<file path="config.mk">
export PLATFORM = sky130hd
export DESIGN_NAME = qam_burst_scheduler
export DESIGN_NICKNAME = d
export VERILOG_FILES = /design/src/rtl/qam_sched_pkg.sv /design/src/rtl/qam_tick_counter.sv /design/src/rtl/qam_burst_scheduler.sv
export SDC_FILE = /design/constraint.sdc
export NUM_CORES = 1
export LEC_CHECK = 0
export ABC_AREA = 1
export CAP_MARGIN = 20
export CORE_MARGIN = 10
export CORE_UTILIZATION = 52
export DETAILED_ROUTE_END_ITERATION = 10
export GPL_TIMING_DRIVEN = 1
export PLACE_DENSITY = 0.78
export SLEW_MARGIN = 40
export SYNTH_ARGS = -nofsm -noshare
export SYNTH_HDL_FRONTEND = slang
export SYNTH_SLANG_ARGS = --single-unit
</file>
<file path="constraint.sdc">
create_clock -name clk -period 3.8 [get_ports clk]
set_input_delay 0.95 -clock clk [delete_from_list [all_inputs] [get_ports clk]]
set_output_delay 0.95 -clock clk [all_outputs]
set_load 0.02 [all_outputs]
</file>
<file path="src/rtl/qam_sched_pkg.sv">
// Shared constants and state encoding for the QAM-16 burst scheduler.
package qam_sched_pkg;

  localparam int unsigned DEF_CNT_W  = 32;
  localparam int unsigned DEF_LEN_W  = 16;
  localparam int unsigned DEF_SYM_W  = 4;
  localparam int unsigned UCNT_W     = 16;

  typedef enum logic [1:0] {
    ST_IDLE = 2'd0,
    ST_RUN  = 2'd1,
    ST_GAP  = 2'd2,
    ST_DONE = 2'd3
  } state_t;

endpackage

</file>
<file path="src/rtl/qam_tick_counter.sv">
// Loadable terminal-count counter; shared between symbol-period timing and gap countdown.
module qam_tick_counter #(
  parameter int unsigned W = 32
) (
  input  logic         clk,
  input  logic         rst,
  input  logic         clear,
  input  logic         en,
  input  logic [W-1:0] terminal,
  output logic         tick_c
);

  logic [W-1:0] cnt;

  assign tick_c = en && (cnt == terminal);

  // Wraps to zero on terminal count so the next period starts immediately
  always_ff @(posedge clk) begin
    if (rst || clear) begin
      cnt <= '0;
    end else if (en) begin
      cnt <= tick_c ? '0 : cnt + W'(1);
    end
  end

endmodule

</file>
<file path="src/rtl/qam_burst_scheduler.sv">
// Timed-burst QAM-16 symbol scheduler between mapper FIFO and modulator.
// Optional QAM_SCHED_UNDERFLOW_CNT_EN adds a saturating underflow_cnt output.
module qam_burst_scheduler
  import qam_sched_pkg::*;
#(
  parameter int unsigned CNT_W = DEF_CNT_W,
  parameter int unsigned LEN_W = DEF_LEN_W,
  parameter int unsigned SYM_W = DEF_SYM_W
) (
  input  logic             clk,
  input  logic             rst,
  input  logic [CNT_W-1:0] cfg_period,
  input  logic [LEN_W-1:0] cfg_burst_len,
  input  logic [CNT_W-1:0] cfg_gap,
  input  logic             cfg_repeat,
  input  logic             start,
  input  logic             abort,
  input  logic [SYM_W-1:0] s_sym,
  input  logic             s_valid,
  output logic             s_ready,
  output logic [SYM_W-1:0] m_sym,
  output logic             m_valid,
  output logic             underflow,
  output logic             busy,
  output logic             done
`ifdef QAM_SCHED_UNDERFLOW_CNT_EN
  ,
  output logic [UCNT_W-1:0] underflow_cnt
`endif
);

  state_t           state, next_state;
  logic [CNT_W-1:0] period_q, gap_q, terminal_c;
  logic [LEN_W-1:0] len_q, sym_cnt;
  logic             repeat_q;
  logic             tick_c, slot_c, last_c, start_ok_c;
  logic             cnt_en_c, cnt_clear_c;

  assign start_ok_c = (state == ST_IDLE) && start && !abort;
  assign slot_c     = (state == ST_RUN) && tick_c && !abort;
  assign last_c     = (sym_cnt == len_q - LEN_W'(1));
  assign s_ready    = slot_c;

  qam_tick_counter #(.W(CNT_W)) u_tick (
    .clk      (clk),
    .rst      (rst),
    .clear    (cnt_clear_c),
    .en       (cnt_en_c),
    .terminal (terminal_c),
    .tick_c   (tick_c)
  );

  always_ff @(posedge clk) begin
    if (rst) begin
      state <= ST_IDLE;
    end else begin
      state <= next_state;
    end
  end

  always_comb begin
    next_state  = state;
    cnt_en_c    = (state == ST_RUN) || (state == ST_GAP);
    terminal_c  = (state == ST_GAP) ? gap_q - CNT_W'(1) : period_q - CNT_W'(1);
    if (abort) begin
      next_state = ST_IDLE;
    end else begin
      unique case (state)
        ST_IDLE: if (start_ok_c) next_state = (cfg_burst_len == '0) ? ST_DONE : ST_RUN;
        ST_RUN: begin
          if (slot_c && last_c) begin
            if (!repeat_q)          next_state = ST_DONE;
            else if (gap_q != '0)   next_state = ST_GAP;
          end
        end
        ST_GAP:  if (tick_c) next_state = ST_RUN;
        ST_DONE: next_state = ST_IDLE;
        default: next_state = ST_IDLE;
      endcase
    end
    // Each state entry restarts the shared counter from zero
    cnt_clear_c = (next_state != state) || !cnt_en_c;
  end

  always_ff @(posedge clk) begin
    if (rst) begin
      period_q <= CNT_W'(1);
      gap_q    <= '0;
      len_q    <= '0;
      repeat_q <= 1'b0;
    end else if (start_ok_c) begin
      period_q <= (cfg_period == '0) ? CNT_W'(1) : cfg_period;
      gap_q    <= cfg_gap;
      len_q    <= cfg_burst_len;
      repeat_q <= cfg_repeat;
    end
  end

  // Slot counter: underflow slots still consume a position in the burst
  always_ff @(posedge clk) begin
    if (rst) begin
      sym_cnt <= '0;
    end else if (slot_c) begin
      sym_cnt <= last_c ? '0 : sym_cnt + LEN_W'(1);
    end else if (abort || (state != ST_RUN)) begin
      sym_cnt <= '0;
    end
  end

  always_ff @(posedge clk) begin
    if (rst) begin
      m_valid   <= 1'b0;
      m_sym     <= '0;
      underflow <= 1'b0;
      done      <= 1'b0;
      busy      <= 1'b0;
    end else begin
      m_valid   <= slot_c;
      underflow <= slot_c && !s_valid;
      if (slot_c) begin
        m_sym <= s_valid ? s_sym : '0;
      end
      done      <= (state == ST_DONE) && !abort;
      busy      <= (next_state != ST_IDLE);
    end
  end

`ifdef QAM_SCHED_UNDERFLOW_CNT_EN
  always_ff @(posedge clk) begin
    if (rst || start_ok_c) begin
      underflow_cnt <= '0;
    end else if (underflow && (underflow_cnt != '1)) begin
      underflow_cnt <= underflow_cnt + UCNT_W'(1);
    end
  end
`endif

endmodule

</file>
## After elaboration in Yosys (flattened, before gate mapping)

Cells that the tools add are included.

- $add $sub $neg: 5
- Equal/unequal tests: 7
- Multiplexer cells: 15
- Reduce and logical (&&, ||, !) cells: 21

Operator list:

| kind | number |
|---|---|
| 2-to-1 mux 32 bit | 3 |
| subtractor 32 x 1 -> 32 bit, second input constant | 2 |
| 2-to-1 mux 16 bit | 3 |
| adder 32 x 1 -> 32 bit, second input constant | 1 |
| == test 32 bit | 1 |
| zero test 32 bit | 1 |
| nonzero test 32 bit | 1 |
| adder 16 x 1 -> 16 bit, second input constant | 1 |
| == test 16 bit | 1 |
| zero test 16 bit | 1 |
| subtractor 16 x 1 -> 16 bit, second input constant | 1 |
| 2-to-1 mux 2 bit | 7 |
| logical AND 1 bit | 8 |
| one-hot mux 2 bit (4 select lines) | 1 |
| == test 2 bit, second input constant | 2 |
| logical OR 1 bit | 4 |
| 2-to-1 mux 4 bit | 1 |
| nonzero test 2 bit | 2 |
| zero test 1 bit | 3 |
| == test 2 x 1 -> 1 bit, second input constant | 1 |
| zero test 2 bit | 1 |
| != test 2 x 1 -> 1 bit, second input constant | 1 |
| != test 2 bit | 1 |

- Bits in registers: 139
- Bits of input ports: 90
- Output and inout port bits: 9
- Word-level logic and storage cells: 60

## Depth between registers and ports, before layout

Gate-level depths: netlist of run 1.

- Word-level depth: 13
- Depth in mapped cells: 31
- Mapped depth without buffers: 28

## Modules after synthesis

A second synthesis of run 1 with hierarchy kept.

- Cells, all modules: 1389
- Area, all modules: 8834.7 um2

Modules (own cells, without submodules):

| module | instances | cells each | area an instance (um2) | seq. area each (um2) |
|---|---|---|---|---|
| qam_burst_scheduler | 1 | 917 | 6160.9 | 2142.1 |
| qam_tick_counter | 1 | 472 | 2673.8 | 640.6 |

## Least setup slack after synthesis of run 1

OpenSTA, ideal clock, no wires.

- Path type: reg-to-output
- From: reg state[0]
- To: out s_ready
- Arrival time: 2758 ps
- Data required time: 2850 ps
- Setup slack: 92 ps
- Stages on the path, launching flop included: 21
- Buffers on the path: 2
- Path through: dfxtp_1 > inv_1 > ha_1 > buf_6 > inv_4 > buf_6 > nand2_1 > nand2_1 > ha_1 > nand3_1 > nor2_2 > nand3_2 > nor2_2 > nand3_1 > nand2_1 > nand2_1 > nor2_1 > nand3_2 > nor2_8 > inv_2 > nor2_4

- Longest elaborated chain between the ends: 6
- Elaborated cells on any way between the ends: 8
- Those cells by class: eq/ne: 3; mux: 1; reduce/logical: 4

RTL lines:

| what | line | RTL |
|---|---|---|
| start: declaration | qam_burst_scheduler.sv:32 | `state_t state, next_state;` |
| start signal: assignment | qam_burst_scheduler.sv:57 | `state <= next_state;` |
| == test 2 bit | qam_burst_scheduler.sv:63, qam_burst_scheduler.sv:64 |  |
| 2-to-1 mux 32 bit | qam_burst_scheduler.sv:64 | `terminal_c = (state == ST_GAP) ? gap_q - CNT_W'(1) : period_q - CNT_W'(1);` |
| == test 32 bit | qam_tick_counter.sv:15 | `assign tick_c = en && (cnt == terminal);` |
| logical AND 1 bit | qam_tick_counter.sv:15 |  |
| logical AND 1 bit (*) (2 in series) | qam_burst_scheduler.sv:40 | `assign slot_c = (state == ST_RUN) && tick_c && !abort;` |
| end: declaration | qam_burst_scheduler.sv:20 | `output logic s_ready,` |

Every way passes the cells marked *; elsewhere a longest branch is shown, timed or not.

## Worst setup path after layout of run 1

Same ends and word-level chain as after synthesis.

==> results of run 1 <==
==> cells by family (layout without fill, tap and decap cells) <==
| family | count (synthesis) | in the layout | synth area share (%) |
|---|---|---|---|
| buffers and inverters | 251 | 450 | 11.4 |
| DFF | 139 | 139 | 31.4 |
| and+or+nand+nor | 709 | 709 | 36.4 |
| xor gates and xnor gates | 55 | 55 | 5.43 |
| adders and majority gates | 8 | 8 | 1.13 |
| AOI/OAI and AO/OA | 233 | 233 | 14.2 |
==> flip-flops by register name (all words and copies together), names as in the netlist <==
signal	cells
m_sym	4
len_q	16
u_tick.cnt	32
busy	1
repeat_q	1
done	1
m_valid	1
sym_cnt	16
state	2
period_q	32
underflow	1
gap_q	32
==> report_power, final <==
group          switching, W  total, W  internal (W)
clock network      0.000655   0.00174       0.00108
logic              0.000658   0.00114      0.000481
registers         0.0000435   0.00157       0.00153
total               0.00136   0.00445       0.00309
==> worst max-delay path, cell delays in order (launching register included) <==
cell	delay [ns]
dfxtp_2	0.32
inv_2	0.06
ha_4	0.19
inv_6	0.06
nand2_4	0.07
nand2_4	0.06
ha_4	0.16
buf_6	0.12
xnor2_4	0.16
inv_1	0.07
nand2_1	0.08
nand2_1	0.06
nor2_2	0.12
nand2_1	0.07
nor2_1	0.12
nand2_1	0.10
nor2_1	0.09
nand2_1	0.05
nor2_1	0.12
nand2_2	0.10
nor2_8	0.13
inv_4	0.05
nor2_4	0.12
buf_6	0.14
==> final cells by class <==
type,count,area [µm²]
Inverter,206,781
Multi-Input combinational cell,1005,5310
Tap cell,220,275
Sequential cell,139,2790
Timing Repair Buffer,213,2000
Fill cell,1356,4880
Clock buffer,22,474
Clock inverter,9,138
==> worst max-delay path by stage <==
stage,end,slack (ns),depth (start not counted)
after global routing,s_ready,-0.43,18
after CTS,s_ready,-0.22,22
after floorplan,s_ready,0.09,20
after global placement,s_ready,-0.38,18
final,s_ready,-0.22,23
after detailed placement,s_ready,-0.40,21
==> cells in the final DEF (no fill, tap or decap), types with 3 or more instances in the layout <==
| cell | count |
|---|---|
| nand2_4 | 4 |
| dfxtp_1 | 137 |
| buf_12 | 9 |
| clkinv_4 | 3 |
| clkbuf_8 | 3 |
| a211oi_1 | 6 |
| nand2_1 | 337 |
| buf_4 | 103 |
| nor2_2 | 22 |
| nand2_2 | 23 |
| nand4_1 | 36 |
| nor3_1 | 20 |
| bufinv_16 | 3 |
| xor2_2 | 3 |
| nor4_1 | 8 |
| or2_2 | 5 |
| clkdlybuf4s50_1 | 97 |
| a31oi_1 | 4 |
| xor2_1 | 46 |
| inv_1 | 195 |
| a21oi_1 | 82 |
| nand3_2 | 4 |
| o22ai_1 | 8 |
| nor3_2 | 30 |
| xnor2_1 | 5 |
| o211ai_1 | 8 |
| inv_2 | 9 |
| nor2_4 | 11 |
| o21ai_0 | 109 |
| nor2_1 | 133 |
| nand3_1 | 66 |
| clkbuf_16 | 19 |
| ha_1 | 6 |
| o21bai_1 | 4 |
==> what timing repair did <==
action                                 CTS  global route
pin swaps                               19            21
gates cloned                             0             2
endpoints found under the hold margin    0             0
resized for setup                       49            31
setup endpoints to repair                2            33
setup buffers                            2             3
==> layer usage <==
layer	up-vias	part of all wire, %	GRT usage (%)
li1	4854	-	-
met2	324	49	40.9
met4	0	2.6	7.77
met3	56	6.9	5.79
met1	4418	42	28.3
met5	-	0	0
==> per-stage QoR <==
stage / setup WS, ns / total power, W / std cells / instance area [µm²] / setup TNS [ns]
after floorplan: 0.0919 / 0.00222 / 1395 / 8860 / 0
after global placement: -0.377 / 0.00262 / 1775 / 10800 / -0.377
after detailed placement: -0.404 / 0.00264 / 1775 / 10800 / -0.415
after CTS: -0.221 / 0.00440 / 1808 / 11600 / -0.221
after global routing: -0.435 / 0.00466 / 1814 / 11800 / -3.70
final: -0.224 / 0.00445 / 1814 / 11800 / -0.224
==> flow_metrics.env, run 1 <==
export IMPL_status="finished with violations"
export IMPL_violations="negative setup slack"
export IMPL_cts_root_buf="clkbuf_16"
export IMPL_gp_congestion=0.977
export IMPL_cts_buffers_inserted=17
export IMPL_peakVddDrop_uv=361
export IMPL_leakage_nw=5.15
export IMPL_syn_num_nets=1493
export IMPL_worst_clock_skew_ns=0.00915
export IMPL_seq_area_frac_synth_pct=31.4
export IMPL_die_area_um2=22700
export IMPL_rr_worst_depth=30
export IMPL_crit_fanout=5
export IMPL_grtUsageTotal_pct=23.7
export IMPL_relSlewSlack_pct=57.3
export IMPL_num_nets_final=1680
export IMPL_required_ns=2.85
export IMPL_syn_area_um2=8860
export IMPL_initial_utilization_pct=53.3
export IMPL_post_route_util_pct=70.7
export IMPL_power_density_nw_per_um2=378
export IMPL_fin_ws_ns=-0.224
export IMPL_io_buffers=98
export IMPL_min_delay_worst_endpoint="m_sym[0]$_SDFFE_PP0P_"
export IMPL_synthTopCellsByCount="357 x nand2_1, 202 x inv_1, 148 x nor2_1"
export IMPL_r2r_start="state[0]$_SDFF_PP0_"
export IMPL_grt_pass1_wl_um=43800
export IMPL_drt_total_wl_um=27500
export IMPL_avgSynthCellArea_um2=6.35
export IMPL_fin_crit_sh_pct=106
export IMPL_n_antenna_cell=0
export IMPL_vias_per_cell=5.32
export IMPL_start_kind="flop"
export IMPL_synth_area_leader_cell="dfxtp_1"
export IMPL_drtIter0Drc=714
export IMPL_clock_sinks=139
export IMPL_tightest_slew_ns=0.640
export IMPL_crit_type="reg -> out"
export IMPL_clk_path_buf_depth=2
export IMPL_clock_latency_ns=0.43
export IMPL_fmax_mhz=248
export IMPL_rows=47
export IMPL_grt_max_degree=95
export IMPL_synth_most_common_cell="nand2_1"
export IMPL_chipHeight_um=151
export IMPL_synth_top_area_share_pct=31.4
export IMPL_whs_path_depth=2
export IMPL_timing_hold_ws_ns=0.465
export IMPL_reg2reg_setup_slack_ns=0.13
export IMPL_finalHoldViolCount=0
export IMPL_maxCapViolations=0
export IMPL_min_period_ns=4.02
export IMPL_dr_pass1_iters=8
export IMPL_ys_seq_elements=139
export IMPL_syn_to_final_growth_pct=32.7
export IMPL_detail_route_antenna_nets=0
export IMPL_hold_buffers=0
export IMPL_grt_pass1_vias=9219
export IMPL_antenna_found_initial=0
export IMPL_pin_count=99
export IMPL_synth_edff_count=0
export IMPL_arrival_ns=3.07
export IMPL_synth_area_top_cells="dfxtp_1 31%, nand2_1 15%, inv_1 8.6%"
export IMPL_core_um2=16600
export IMPL_clk_transition_reported_paths_ns=0.06
export IMPL_wire_per_inst_um=15.2
export IMPL_yosys_warnings=0
export IMPL_drv_slew=0
export IMPL_vias=9652
export IMPL_worstHoldStart="m_sym[0]$_SDFFE_PP0P_"
export IMPL_setup_violations=1
export IMPL_gr_total_overflow=0
export IMPL_cts_tree="yes"
export IMPL_critPathCaptureType="output port"
export IMPL_dp_hpwl_um=20400
export IMPL_drc=0
export IMPL_synth_cells=1395
export IMPL_drive_gt1_share_pct=16.9
export IMPL_reg2reg_to="u_tick.cnt[25]$_SDFFE_PP0N_"
export IMPL_synth_ff_type="dfxtp_1"
export IMPL_rsz0062_at_grt="true"
export IMPL_h_tree_depth=4
export IMPL_dieWidth_um=151
export IMPL_async_reset_ff_share_pct=0
export IMPL_synth_cell_types=46
export IMPL_crit_path_start="state[0]$_SDFF_PP0_"
export IMPL_hp_class="reg -> reg"
No activity file was read; power rests on OpenSTA's default activity.
==> run 2: changes to the inputs <==
GPL_TIMING_DRIVEN = unset   (was 1)
SLEW_MARGIN = 20   (was 40)
==> run 2 against run 1 <==
Net effect:
- total power hardly changed
- non-clock buffer count fell by 1
- the flow still finishes with violations (negative setup slack)
- highest routed layer unchanged
- wire length about the same
- clock-buffer cell count unchanged
- largest cell class unchanged
- register-to-register slack is essentially flat
==> flow_metrics.env, run 2 (same netlist as run 1, synthesis figures left out) <==
export IMPL_vias=9683
export IMPL_worstHoldStart="m_sym[0]$_SDFFE_PP0P_"
export IMPL_whs_path_depth=2
export IMPL_gp_congestion=0.977
export IMPL_core_um2=16600
export IMPL_crit_type="reg -> out"
export IMPL_dp_hpwl_um=20400
export IMPL_status="finished with violations"
export IMPL_r2r_start="state[0]$_SDFF_PP0_"
export IMPL_n_antenna_cell=0
export IMPL_clock_latency_ns=0.43
export IMPL_wire_per_inst_um=15.2
export IMPL_cts_buffers_inserted=17
export IMPL_fmax_mhz=249
export IMPL_h_tree_depth=4
export IMPL_rows=47
export IMPL_required_ns=2.85
export IMPL_detail_route_antenna_nets=0
export IMPL_drv_slew=0
export IMPL_dr_pass1_iters=7
export IMPL_post_route_util_pct=70.6
export IMPL_clk_path_buf_depth=2
export IMPL_initial_utilization_pct=53.3
export IMPL_final_cells=1813
export IMPL_min_period_ns=4.02
export IMPL_pre_cts_ws_ns=-0.404
export IMPL_finalHoldViolCount=0
export IMPL_hold_buffers=0
export IMPL_drtIter0Drc=679
export IMPL_rsz0062_at_grt="true"
export IMPL_clk_transition_reported_paths_ns=0.06
export IMPL_power_density_nw_per_um2=379
export IMPL_peakVddDrop_uv=361
export IMPL_hp_class="reg -> reg"
export IMPL_reg_top3="gap_q x32, period_q x32, u_tick.cnt x32"
export IMPL_clock_sinks=139
export IMPL_fin_ws_ns=-0.220
export IMPL_drc=0
export IMPL_grt_pass1_vias=9219
export IMPL_syn_to_final_growth_pct=32.4
export IMPL_arrival_ns=3.07
export IMPL_chipHeight_um=151
export IMPL_dp_cells=1775
export IMPL_tightest_slew_ns=0.818
export IMPL_drive_gt1_share_pct=16.8
export IMPL_most_common_layout_cells="337 x nand2_1, 195 x inv_1, 137 x dfxtp_1"
export IMPL_reg2reg_to="u_tick.cnt[25]$_SDFFE_PP0N_"
export IMPL_fin_crit_sh_pct=106
export IMPL_leakage_nw=5.14
export IMPL_reg2reg_setup_slack_ns=0.13
export IMPL_cts_tree="yes"
export IMPL_min_delay_worst_endpoint="m_sym[0]$_SDFFE_PP0P_"
export IMPL_critPathCaptureType="output port"
export IMPL_relSlewSlack_pct=45.4
export IMPL_vias_per_cell=5.34
export IMPL_drt_total_wl_um=27500
export IMPL_dieWidth_um=151
export IMPL_start_kind="flop"
export IMPL_timing_hold_ws_ns=0.465
export IMPL_final_common_cell="nand2_1"
export IMPL_grt_pass1_wl_um=43800
export IMPL_io_buffers=98
export IMPL_die_area_um2=22700
export IMPL_pin_count=99
export IMPL_grt_max_degree=95
export IMPL_num_nets_final=1679
export IMPL_grtUsageTotal_pct=23.7
export IMPL_crit_fanout=5
export IMPL_setup_violations=1
export IMPL_gr_total_overflow=0
export IMPL_maxCapViolations=0
export IMPL_violations="negative setup slack"
export IMPL_worst_clock_skew_ns=0.00752
export IMPL_antenna_found_initial=0
export IMPL_cts_root_buf="clkbuf_16"
export IMPL_rr_worst_depth=30
run 2: cell types whose count changed in the layout (fill, tap and decap cells not counted), sizes merged:
cell  delta
buf      -1
run 2: worst max path at each step:
stage,slack [ns],endpoint,from
2_1_floorplan,0.09,s_ready,state[0]$_SDFF_PP0_
3_3_place_gp,-0.38,s_ready,state[0]$_SDFF_PP0_
3_5_place_dp,-0.40,s_ready,state[0]$_SDFF_PP0_
4_1_cts,-0.22,s_ready,state[0]$_SDFF_PP0_
5_1_grt,-0.43,s_ready,state[0]$_SDFF_PP0_
6_report,-0.22,s_ready,state[0]$_SDFF_PP0_
run 2: cell type report:
| class | instances | area [µm²] |
|---|---|---|
| Clock buffer | 22 | 474 |
| Clock inverter | 9 | 138 |
| Fill cell | 1358 | 4900 |
| Inverter | 206 | 781 |
| Multi-Input combinational cell | 1005 | 5310 |
| Sequential cell | 139 | 2790 |
| Tap cell | 220 | 275 |
| Timing Repair Buffer | 212 | 1980 |
run 2: where the power goes:
| group | switching [W] | internal, W | leakage (nW) |
|---|---|---|---|
| Sequential | 0.0000440 | 0.00153 | 1.14 |
| Combinational | 0.000658 | 0.000478 | 3.71 |
| Clock | 0.000653 | 0.00108 | 0.297 |
| Total | 0.00136 | 0.00309 | 5.14 |
run 2: worst max-delay path: stages (launching register included):
cell	delay, ns
dfxtp_2	0.32
inv_2	0.06
ha_4	0.19
inv_6	0.06
nand2_4	0.07
nand2_4	0.06
ha_4	0.16
buf_6	0.12
xnor2_4	0.15
inv_1	0.07
nand2_1	0.08
nand2_1	0.06
nor2_2	0.12
nand2_1	0.07
nor2_1	0.12
nand2_1	0.10
nor2_1	0.09
nand2_1	0.05
nor2_1	0.12
nand2_2	0.10
nor2_8	0.13
inv_4	0.05
nor2_4	0.12
buf_6	0.14
run 2: stage by stage:
stage	TNS (ns)	instance area, µm²	total power [W]
floorplan	0	8860	0.00222
global placement	-0.377	10800	0.00262
detailed placement	-0.415	10800	0.00264
CTS	-0.221	11600	0.00440
global route	-3.70	11700	0.00465
finish	-0.220	11700	0.00445
run 2: repair_timing:
action | in CTS | in global routing
pin swaps | 19 | 21
endpoints found under the setup margin | 2 | 33
gates resized for setup | 49 | 31
cloned | 0 | 2
buffers inserted | 2 | 3
run 2: per-layer routing:
metal | routed length, µm | share of wire (%) | up-vias | track usage (%)
li1 | - | - | 4847 | -
met1 | 11500 | 42 | 4438 | 28.3
met2 | 13400 | 49 | 344 | 40.9
met3 | 1910 | 7.0 | 54 | 5.79
met4 | 703 | 2.6 | 0 | 7.77
met5 | 0 | 0 | - | 0
